--- config.mk ---
export PLATFORM = sky130hd
export DESIGN_NAME = beamformer_sequencer
export DESIGN_NICKNAME = d
export VERILOG_FILES = /design/src/rtl/beamformer_pkg.sv /design/src/rtl/slice_delay_line.sv /design/src/rtl/beamformer_sequencer.sv
export SDC_FILE = /design/constraint.sdc
export NUM_CORES = 1
export LEC_CHECK = 0
export ABC_AREA = 1
export CAP_MARGIN = 20
export CORE_ASPECT_RATIO = 0.7
export CORE_MARGIN = 5
export CORE_UTILIZATION = 50
export DETAILED_ROUTE_END_ITERATION = 16
export HOLD_SLACK_MARGIN = 0.06
export PLACE_DENSITY = 0.77
export SLEW_MARGIN = 20
export SYNTH_ARGS = -nofsm -noshare
export SYNTH_HDL_FRONTEND = slang
export SYNTH_HIERARCHICAL = 1
export SYNTH_SLANG_ARGS = --single-unit
--- constraint.sdc ---
create_clock -name clk -period 2.27 [get_ports clk]
set_input_delay 0.3405 -clock clk [delete_from_list [all_inputs] [get_ports clk]]
set_output_delay 0.3405 -clock clk [all_outputs]
set_load 0.02 [all_outputs]
--- src/rtl/beamformer_pkg.sv ---
// Types and constants shared by the beamformer sequencer and the beamformer datapath.
// The slice_state encoding is defined only here.
package beamformer_pkg;

    localparam int FILT_ADDR_W = 11;
    localparam int SUM_ADDR_W  = 10;

    typedef enum logic [2:0] {
        ST_IDLE,
        ST_FILL,
        ST_READ,
        ST_DRAIN,
        ST_DUMP
    } seq_state_e;

    typedef enum logic [1:0] {
        SLICE_IDLE = 2'd0,
        SLICE1     = 2'd1,
        SLICE2     = 2'd2,
        SLICE3     = 2'd3
    } slice_e;

    // Issue phase 0/1/2 selects bits [31:0]/[63:32]/[95:64] of the stored word.
    function automatic slice_e slice_of_phase(input logic [1:0] phase);
        return slice_e'(phase + 2'd1);
    endfunction

endpackage

--- src/rtl/slice_delay_line.sv ---
// Fixed-depth shift register that aligns control tags with a RAM read latency.
module slice_delay_line #(
    parameter int WIDTH = 3,
    parameter int DEPTH = 2
) (
    input  logic             clk,
    input  logic             rst_n,
    input  logic [WIDTH-1:0] d_i,
    output logic [WIDTH-1:0] q_o
);

    logic [WIDTH-1:0] stage_q [DEPTH];

    // NOTE: the stages are reset, so an aborted frame leaves no stale tag in flight.
    always_ff @(posedge clk or negedge rst_n) begin
        if (!rst_n) begin
            for (int i = 0; i < DEPTH; i++) stage_q[i] <= '0;
        end else begin
            stage_q[0] <= d_i;
            for (int i = 1; i < DEPTH; i++) stage_q[i] <= stage_q[i-1];
        end
    end

    assign q_o = stage_q[DEPTH-1];

endmodule

--- src/rtl/beamformer_sequencer.sv ---
// Frame sequencer for the BRAM beamformer: capture filter words, replay them as
// three slices, drain the delay-and-sum pipeline, then stream the summed outputs.
module beamformer_sequencer
    import beamformer_pkg::*;
#(
    parameter int NUM_SAMPLES  = 1024,
    parameter int NUM_OUT      = 1024,
    parameter int RD_LAT       = 2,
    parameter int SUM_RD_LAT   = 2,
    parameter int DRAIN_CYCLES = 16
) (
    input  logic                   clk,
    input  logic                   rst,
    input  logic                   start,
    input  logic                   filt_valid,
    input  logic                   dump_ready,
    output logic [FILT_ADDR_W-1:0] readin_address,
    output logic                   filter_bram_output_write_en,
    output logic                   output_read_en,
    output logic                   startbeamformer,
    output logic [1:0]             slice_state,
    output logic [15:0]            sample_index,
    output logic [SUM_ADDR_W-1:0]  sumout_address,
    output logic                   sumouten,
    output logic                   dump_valid,
    output logic                   busy,
    output logic                   done
);

    localparam logic [11:0] LAST_SAMPLE = 12'(NUM_SAMPLES - 1);
    localparam logic [10:0] OUT_COUNT   = 11'(NUM_OUT);
    localparam logic [10:0] LAST_OUT    = 11'(NUM_OUT - 1);
    localparam logic [15:0] DRAIN_LAST  = 16'(RD_LAT + DRAIN_CYCLES - 1);

    seq_state_e  state_q;
    logic [11:0] addr_q;
    logic [1:0]  phase_q;
    logic [15:0] drain_q;
    logic [10:0] issued_q;
    logic [10:0] recv_q;
    logic [15:0] sidx_q;
    logic        done_q;

    logic        issuing;
    logic        dump_issue;
    logic        dump_valid_d;
    logic [2:0]  slice_in;
    logic [2:0]  slice_out;

    assign issuing    = (state_q == ST_READ);
    assign slice_in   = issuing ? {slice_of_phase(phase_q), 1'b1} : {SLICE_IDLE, 1'b0};
    assign dump_issue = (state_q == ST_DUMP) && dump_ready && (issued_q < OUT_COUNT);

    slice_delay_line #(.WIDTH(3), .DEPTH(RD_LAT)) u_slice_dl (
        .clk   (clk),
        .rst_n (rst),
        .d_i   (slice_in),
        .q_o   (slice_out)
    );

    slice_delay_line #(.WIDTH(1), .DEPTH(SUM_RD_LAT)) u_dump_dl (
        .clk   (clk),
        .rst_n (rst),
        .d_i   (dump_issue),
        .q_o   (dump_valid_d)
    );

    // NOTE: write enable and sumouten follow their handshake inputs in the same
    // cycle, so a source or sink stall takes effect without a cycle of slip.
    assign filter_bram_output_write_en = (state_q == ST_FILL) && filt_valid;
    assign readin_address  = (state_q == ST_FILL || issuing) ? addr_q[FILT_ADDR_W-1:0] : '0;
    assign output_read_en  = issuing;
    assign startbeamformer = issuing || (state_q == ST_DRAIN);
    assign slice_state     = slice_out[2:1];
    assign sample_index    = sidx_q;
    assign sumout_address  = (state_q == ST_DUMP) ? issued_q[SUM_ADDR_W-1:0] : '0;
    assign sumouten        = dump_issue;
    assign dump_valid      = dump_valid_d;
    assign busy            = (state_q != ST_IDLE);
    assign done            = done_q;

    always_ff @(posedge clk or negedge rst) begin
        if (!rst) begin
            state_q  <= ST_IDLE;
            addr_q   <= '0;
            phase_q  <= '0;
            drain_q  <= '0;
            issued_q <= '0;
            recv_q   <= '0;
            sidx_q   <= '0;
            done_q   <= 1'b0;
        end else begin
            done_q <= 1'b0;
            // Default index advance; a frame-boundary clear below overrides it.
            if (slice_out[0]) sidx_q <= sidx_q + 16'd1;

            case (state_q)
                ST_IDLE: begin
                    if (start) begin
                        state_q  <= ST_FILL;
                        addr_q   <= '0;
                        phase_q  <= '0;
                        drain_q  <= '0;
                        issued_q <= '0;
                        recv_q   <= '0;
                        sidx_q   <= '0;
                    end
                end
                ST_FILL: begin
                    if (filt_valid) begin
                        if (addr_q == LAST_SAMPLE) begin
                            state_q <= ST_READ;
                            addr_q  <= '0;
                        end else begin
                            addr_q <= addr_q + 12'd1;
                        end
                    end
                end
                ST_READ: begin
                    if (phase_q == 2'd2) begin
                        phase_q <= '0;
                        if (addr_q == LAST_SAMPLE) begin
                            state_q <= ST_DRAIN;
                            drain_q <= '0;
                        end else begin
                            addr_q <= addr_q + 12'd1;
                        end
                    end else begin
                        phase_q <= phase_q + 2'd1;
                    end
                end
                ST_DRAIN: begin
                    if (drain_q == DRAIN_LAST) state_q <= ST_DUMP;
                    else                       drain_q <= drain_q + 16'd1;
                end
                ST_DUMP: begin
                    if (dump_issue) issued_q <= issued_q + 11'd1;
                    if (dump_valid_d) begin
                        if (recv_q == LAST_OUT) begin
                            state_q <= ST_IDLE;
                            done_q  <= 1'b1;
                            sidx_q  <= '0;
                        end else begin
                            recv_q <= recv_q + 11'd1;
                        end
                    end
                end
                default: state_q <= ST_IDLE;
            endcase
        end
    end

endmodule

## Word-level counts from Yosys, hierarchy flattened

Index checks and enable logic that the tools add are counted.

| storage, ports and cells | value |
|---|---|
| register bits | 80 |
| input bits | 5 |
| output and inout bits | 46 |
| word-level logic and storage cells | 96 |

| cells by class | value |
|---|---|
| add/sub/neg operators | 6 |
| order comparisons | 1 |
| equal/unequal tests | 20 |
| multiplexer cells | 40 |
| reductions and logical operators | 17 |

Operators by type and width:

| cell | count |
|---|---|
| 2-to-1 mux 16 bit | 8 |
| 2-to-1 mux 12 bit | 5 |
| 2-to-1 mux 11 bit | 5 |
| case mux 16 bit (3 select lines) | 1 |
| case mux 11 bit (2 select lines) | 2 |
| case mux 12 bit (3 select lines) | 1 |
| adder 16 x 1 -> 16 bit, second input constant | 2 |
| case mux 16 bit (2 select lines) | 1 |
| 2-to-1 mux 3 bit | 9 |
| adder 11 x 1 -> 11 bit, second input constant | 2 |
| equality test 16 x 5 -> 1 bit, second input constant | 1 |
| case mux 3 bit (5 select lines) | 1 |
| inequality test 2 x 1 -> 1 bit, second input constant | 7 |
| adder 12 x 1 -> 12 bit, second input constant | 1 |
| equality test 12 x 10 -> 1 bit, second input constant | 1 |
| equality test 11 x 10 -> 1 bit, second input constant | 1 |
| < comparator 11 bit, second input constant | 1 |
| 2-to-1 mux 10 bit | 1 |
| inequality test 2 bit, second input constant | 5 |
| AND reduction 5 bit | 2 |
| nonzero test 3 bit | 3 |
| AND reduction 8 bit | 1 |
| equality test 3 x 2 -> 1 bit, second input constant | 2 |
| 2-to-1 mux 2 bit | 2 |
| other kinds (13) | 19 |

## Longest topological paths before layout

Gate-level depths: netlist of the first run.

| depth | value |
|---|---|
| depth in word-level cells | 5 |
| mapped depth | 11 |

## Hierarchy

Netlist of the first run, hierarchy kept.

By module, submodules not included:

| module | times used | cells an instance | area an instance (um^2) |
|---|---|---|---|
| beamformer_sequencer | 1 | 644 | 4518.1 |
| slice_delay_line (u_slice_dl) | 1 | 9 | 172.7 |
| slice_delay_line (u_dump_dl) | 1 | 2 | 50.0 |

## Least setup slack after synthesis of the first run

OpenSTA, ideal clock, no wires.

| path | value |
|---|---|
| path kind | register to output |
| start point | register state_q[2] |
| end point | output readin_address[0] |
| data arrival time | 1.356 ns |
| data required time | 1.929 ns |
| setup slack | 0.573 ns |
| cell stages (with the launch flop) | 7 |
| buffers on the path | 1 |
| path through | dfrtp_1 -> nor2_2 -> nand2_2 -> nand2_1 -> inv_2 -> clkbuf_1 -> nor2_1 |

| on the way | value |
|---|---|
| cells in the longest elaborated chain, start to end | 3 |
| elaborated cells between the ends (all ways) | 4 |

RTL lines:

| what | RTL line | RTL |
|---|---|---|
| start, declared | beamformer_sequencer.sv:35 | `seq_state_e state_q;` |
| start signal, assigned | beamformer_sequencer.sv:84 | `state_q <= ST_IDLE;` |
| start signal, assigned | beamformer_sequencer.sv:100 | `state_q <= ST_FILL;` |
| start signal, assigned | beamformer_sequencer.sv:112 | `state_q <= ST_READ;` |
| equality test 3 x 1 -> 1 bit or equality test 3 x 2 -> 1 bit (tied branches) | beamformer_sequencer.sv:71, beamformer_sequencer.sv:50 |  |
| logical OR 1 bit (*) | beamformer_sequencer.sv:71 | `assign readin_address = (state_q == ST_FILL \|\| issuing) ? addr_q[FILT_ADDR_W-1:0] : '0;` |
| 2-to-1 mux 11 bit (*) | beamformer_sequencer.sv:71 |  |
| end, declared | beamformer_sequencer.sv:17 | `output logic [FILT_ADDR_W-1:0] readin_address,` |

Mark *: on every way between the ends. The rest lies on a longest branch, timed or not.

## Worst setup path in the final report of the first run

| path | value |
|---|---|
| start point | register state_q[2] |
| end point | output readin_address[7] |

Same word-level chain as after synthesis.

==> results.cfg, run 1 <==
[floorplanning]
core_area_um2 = 9144
die_area_um2 = 11560
io_pins = 51
start_util_pct = 51.85
dieWidth_um = 126.4
die_h_um = 91.47
placement_rows = 29

[timing]
tightest_slew_ns = 0.8033
drv_slew = 0
period_share_pct = 93.24
hold_violations = 0
hold_ws_ns = 0.08469
slew_headroom_pct = 46.44
fin_setup_tns_ns = 0
fin_skew_ns = 0.008386
setup_viol = 0
fmax_ghz = 0.4725
rsz0062_at_grt = false
period_needed_ns = 2.117

[drt]
drt_pre_antenna_iters = 5
routed_wl_mm = 11.41
drc = 0
drt_iter0_drc = 444
ant_nets = 0
vias = 4458
vias_per_cell = 5.295
avgRoutedWirePerCell_um = 13.55

[logic_synthesis]
ys.flop_type = dfrtp_1
synth_edf_count = 0
ys_seq_area_share_pct = 42.23
synth.ff_latch_count = 80
synth_area_um2 = 4741
syn_nets = 669
async_flop_share_pct = 100.0
synthCells = 655
yosysTopAreaCellShare_pct = 42.23
ys_top_cells_by_area = dfrtp_1 (42%), nand2_1 (14%), nor2_1 (7.7%)
yosysTopAreaCell = dfrtp_1
synth_cell_types = 37
yosys_warnings = 6
avgSynthCellArea_um2 = 7.238

[clocking]
clk_pin_slew_worst_paths_ns = 0.06
cts_buffers = 9
cts_sinks = 80
clk_path_buf_depth = 2
clkLatencyLatePin_ns = 0.34
clock-root-buffer = clkbuf_16
cts_tree = built
cts_setup_buffers = 0
htreeDepth = 3

[worst_setup_path]
ff2ff_setup_slack_ns = 0.31
cp-end-kind = output port
crit_slowest_cell = dfrtp_1
ff2ff_path_depth = 10
worstSetupPathType = register to output port
required_ns = 1.93
critPathMaxFanout = 12
cpPeakStageDelay_ns = 0.47
cp.arrival_ns = 1.78
rr_startpoint = addr_q[0]$_DFFE_PN0P_
startpoint_type = register
crit_chain = nor2_2, nand2_2, nand2_1, inv_2, nor2_1, dlygate4sd2_1
worst_r2r_endpoint = state_q[2]$_DFFE_PN0P_

[global_route]
grt_pass1_vias = 4221
overflow = 0
grt_usage_pct = 20.30
antenna_found_initial = 0
grt_max_degree = 63
grt_pass1_wl_mm = 19.61

[placed_design]
hpwlAfterDp_mm = 8.033
place_congestion = 0.8996
numPlacedInstances = 827
portBuffers = 50

[run]
drv_cap = 0

[power]
p_leak_nw = 2.719
power_density_nw_per_um2 = 880.8
ir_drop_v = 0.0007031
power.total_mw = 5.005

[layout]
area_growth_syn_to_layout_pct = 19.87
fin_cells = 842
drive_gt1_share_pct = 9.192
antenna_cells = 0
nNetsFinal = 728

[status]
outcome = finished, final reports clean

[worst_hold_path]
hold_class = primary input to asynchronous set/reset pin
-- where the power goes --
part | total [mW] | leakage (nW) | internal, mW | switching (mW)
registers | 1.73 | 1.10 | 1.57 | 0.163
logic | 1.72 | 1.47 | 0.515 | 1.21
clock network | 1.55 | 0.147 | 0.953 | 0.597
total | 5.01 | 2.72 | 3.04 | 1.97
-- kinds of logic (layout without fill, tap and decap cells) --
| group | after synthesis | after routing | synth area share [%] |
|---|---|---|---|
| AND/OR/NAND/NOR | 384 | 384 | 35.63 |
| AO/OA/AOI/OAI | 71 | 71 | 8.367 |
| flip-flops | 80 | 80 | 42.23 |
| XOR/XNOR | 17 | 17 | 3.141 |
| buffers and inverters | 94 | 157 | 8.260 |
| adder cells (fa/ha/maj) | 9 | 9 | 2.375 |
-- worst max-delay path by stage --
stage,start,to,slack (ns),cells past startpoint
final,state_q[2]$_DFFE_PN0P_,readin_address[7],0.15,6
after global routing,state_q[2]$_DFFE_PN0P_,readin_address[6],0.05,6
after CTS,state_q[2]$_DFFE_PN0P_,output_read_en,0.05,5
after detailed placement,state_q[2]$_DFFE_PN0P_,readin_address[7],0.25,6
after global placement,state_q[2]$_DFFE_PN0P_,readin_address[4],0.31,6
after floorplan,state_q[2]$_DFFE_PN0P_,readin_address[0],0.57,6
-- final cells by class --
cell class                 count  area [um^2]
timing repair buffer          63        571.8
fill                         836         3461
inverter                      79        296.5
clock buffer                   9        225.2
multi-input combinational    481         2347
clock inverter                 6        85.08
tap                          124        155.1
sequential                    80         2002
-- registers in the layout, summed over array words and instances (netlist names) --
signal,flops
u_slice_dl/stage_q,3
addr_q,12
phase_q,2
recv_q,11
drain_q,16
u_slice_dl/q_o,3
u_dump_dl/q_o,1
u_dump_dl/stage_q,1
issued_q,11
state_q,3
done,1
sample_index,16
-- timing repair --
item / 4_1_cts / 5_1_grt
resized for setup: 23 / 2
endpoints found under the setup margin: 23 / 2
hold buffers: 0 / 0
-- through the flow --
| stage | instance area [um^2] | utilization (%) | setup slack [ns] |
|---|---|---|---|
| floorplan | 4741 | - | 0.5734 |
| global placement | 5396 | 59.02 | 0.3074 |
| detailed placement | 5396 | 59.02 | 0.2523 |
| CTS | 5678 | 62.10 | 0.04824 |
| global route | 5683 | 62.15 | 0.04895 |
| finish | 5683 | 62.15 | 0.1535 |
-- cells in the final DEF (no fill, tap or decap), types with 3 or more instances in the layout --
cell             netlist  final
or2_2                  3      3
nand3b_1               3      3
nor2_2                 5      5
o21ai_0               27     27
nand2_1              171    171
clkbuf_16              0      9
nand2_2                5      5
nor3_1                11     11
nand4_1               22     22
buf_4                  7     14
nand3_1               56     56
nor2_1                97     97
o21bai_1               3      3
a31o_2                 3      3
nor2_4                 3      3
dfrtp_1               80     80
clkdlybuf4s50_1        0     24
a21oi_1               16     16
ha_1                   9      9
xor2_1                15     15
inv_2                 12     12
inv_1                 67     67
o21ai_1               14     14
dlygate4sd2_1          0     23
-- critical path: cells and delay by family, from the launching register on --
family                 cells  cell delay (ns)
buffers and inverters      2             0.47
DFF                        1             0.47
and+or+nand+nor            4             0.49
-- metal layers --
| layer | track usage (%) | routed length, um | vias to the layer above |
|---|---|---|---|
| met3 | 5.103 | 758 | 20 |
| li1 | - | - | 2228 |
| met4 | 5.804 | 155 | 0 |
| met2 | 31.07 | 5051 | 180 |
| met5 | 0 | 0 | - |
| met1 | 28.60 | 5446 | 2030 |
-- synthesized netlist by cell type (3+ instances only) --
cell type and instances:
a21oi_1 16, a31o_2 3, buf_2 3, buf_4 7, clkbuf_1 3, dfrtp_1 80, ha_1 9, inv_1 67
inv_2 12, nand2_1 171, nand2_2 5, nand3_1 56, nand3b_1 3, nand4_1 22, nor2_1 97, nor2_2 5
nor2_4 3, nor3_1 11, o21ai_0 27, o21ai_1 14, o21bai_1 3, or2_2 3, xor2_1 15
No activity file was read; power rests on OpenSTA's default activity.
==> run 2, diff against run 1 <==
Settings changed: CORE_MARGIN 5 to 2, SKIP_LAST_GASP set to 1.
==> run 2 against run 1 <==
Against the previous run: clock skew decreased by 0.0043 ns; combinational power is essentially flat; utilization up 0.055 points; worst setup slack worse by 0.045 ns; critical endpoint is now busy; largest cell class unchanged.
==> results.cfg, run 2 (synthesis results as in run 1) <==
[clocking]
clkLatencyLatePin_ns = 0.34
cts_tree = built
clk_path_buf_depth = 2
htreeDepth = 3
clk_pin_slew_worst_paths_ns = 0.06
cts_sinks = 80
cts_buffers = 9
clock-root-buffer = clkbuf_16

[worst_setup_path]
required_ns = 1.93
cp-end-kind = output port
ff2ff_setup_slack_ns = 0.32
critPathMaxFanout = 6
ff2ff_path_depth = 8
rr_startpoint = state_q[0]$_DFFE_PN0P_
worstSetupPathType = register to output port
timing.critical_path.to = busy
worst_r2r_endpoint = sample_index[2]$_DFF_PN0_
startpoint_type = register
setup.worst_path.start = state_q[0]$_DFFE_PN0P_
cp.arrival_ns = 1.82

[placed_design]
place_ws_ns = 0.2320
hpwlAfterDp_mm = 7.644
portBuffers = 50
place_congestion = 0.8842
dpl_cell_area_um2 = 5401

[power]
power_density_nw_per_um2 = 867.6
power.total_mw = 4.935
p_leak_nw = 2.711
ir_drop_v = 0.0006035

[drt]
vias_per_cell = 5.319
drt_pre_antenna_iters = 5
avgRoutedWirePerCell_um = 13.03
top_layer_used = met4
routed_wl_mm = 10.99
drc = 0
vias = 4484
drt_iter0_drc = 323
met1_length_mm = 5.345
route.met2.wl_mm = 4.821
ant_nets = 0
dr_wl_met3_um = 647

[timing]
tightest_slew_ns = 0.4383
fin_skew_ns = 0.004080
drv_slew = 0
hold_violations = 0
period_share_pct = 95.23
hold_ws_ns = 0.3538
fmax_ghz = 0.4626
slew_headroom_pct = 70.78
finalWorstSetupSlack_ns = 0.1083
rsz0062_at_grt = true
setup_viol = 0
period_needed_ns = 2.162

[layout]
layout_common_cells = nand2_1 (171), nor2_1 (96), dfrtp_1 (80)
fin_area_um2 = 5688
n_fill_cell = 812
nNetsFinal = 728
antenna_cells = 0
final_common_cell = nand2_1
area_growth_syn_to_layout_pct = 19.98
drive_gt1_share_pct = 9.179
fin_util_pct = 62.21

[floorplanning]
die_area_um2 = 10290
start_util_pct = 51.85
core_area_um2 = 9144
io_pins = 51
die_h_um = 85.47
dieWidth_um = 120.4
placement_rows = 29

[global_route]
grt_pass1_vias = 4265
grt_pass1_wl_mm = 19.18
antenna_found_initial = 0
grt_usage_pct = 22.90
overflow = 0
grt_max_degree = 81

[worst_hold_path]
hold_class = register to register

[status]
outcome = finished, final reports clean

[run]
drv_cap = 0
[run 2: power by group]
group	leakage [nW]	switching, mW	internal (mW)
logic	1.46	1.21	0.522
clock network	0.145	0.595	0.880
registers	1.10	0.158	1.57
[run 2: cell type report]
type | instances | area (um^2) | share of cell area [%]
Inverter | 79 | 296.5 | 5.213
Sequential cell | 80 | 2002 | 35.20
Clock buffer | 11 | 242.7 | 4.267
Multi-Input combinational cell | 481 | 2350 | 41.31
Timing Repair Buffer | 63 | 585.6 | 10.29
Clock inverter | 5 | 56.30 | 0.9899
Tap cell | 124 | 155.1 | 2.728
[run 2: worst min-delay path by stage]
stage | startpoint | endpoint | slack [ns] | cells past startpoint
5_1_grt | u_slice_dl/stage_q[4]$_DFF_PN0_ | u_slice_dl/q_o[1]$_DFF_PN0_ | 0.36 | 0
4_1_cts | u_slice_dl/stage_q[4]$_DFF_PN0_ | u_slice_dl/q_o[1]$_DFF_PN0_ | 0.35 | 0
3_5_place_dp | u_dump_dl/stage_q[1]$_DFF_PN0_ | u_dump_dl/q_o$_DFF_PN0_ | 0.35 | 0
2_1_floorplan | rst | addr_q[0]$_DFFE_PN0P_ | 0.04 | 0
3_3_place_gp | u_dump_dl/stage_q[1]$_DFF_PN0_ | u_dump_dl/q_o$_DFF_PN0_ | 0.33 | 0
6_report | u_slice_dl/stage_q[4]$_DFF_PN0_ | u_slice_dl/q_o[1]$_DFF_PN0_ | 0.35 | 0
[run 2: timing repair]
| item | 4_1_cts | 5_1_grt |
|---|---|---|
| buffers inserted | 0 | 0 |
| setup endpoints to repair | 23 | 4 |
| endpoints found under the hold margin | 80 | 0 |
| hold buffers | 1 | 0 |
| gates resized for setup | 23 | 3 |
| gates cloned | 0 | 0 |
[run 2: critical path: stages, from the launching register on]
cell and delay (ns):
dfrtp_1 0.46, nor2_2 0.20, inv_2 0.06, nor2_2 0.15
inv_2 0.07, clkdlybuf4s50_1 0.53
[run 2: metrics by stage]
step / instances / TNS (ns)
finish: 843 / 0
global route: 843 / -0.01362
CTS: 843 / 0
detailed placement: 826 / 0
global placement: 826 / 0
floorplan: 655 / 0
[run 2: metal layers]
metal  vias up  GRT usage, %
li1       2228             -
met1      2087         31.60
met2       151         36.36
met3        18         5.108
met4         0         6.765
met5         -             0
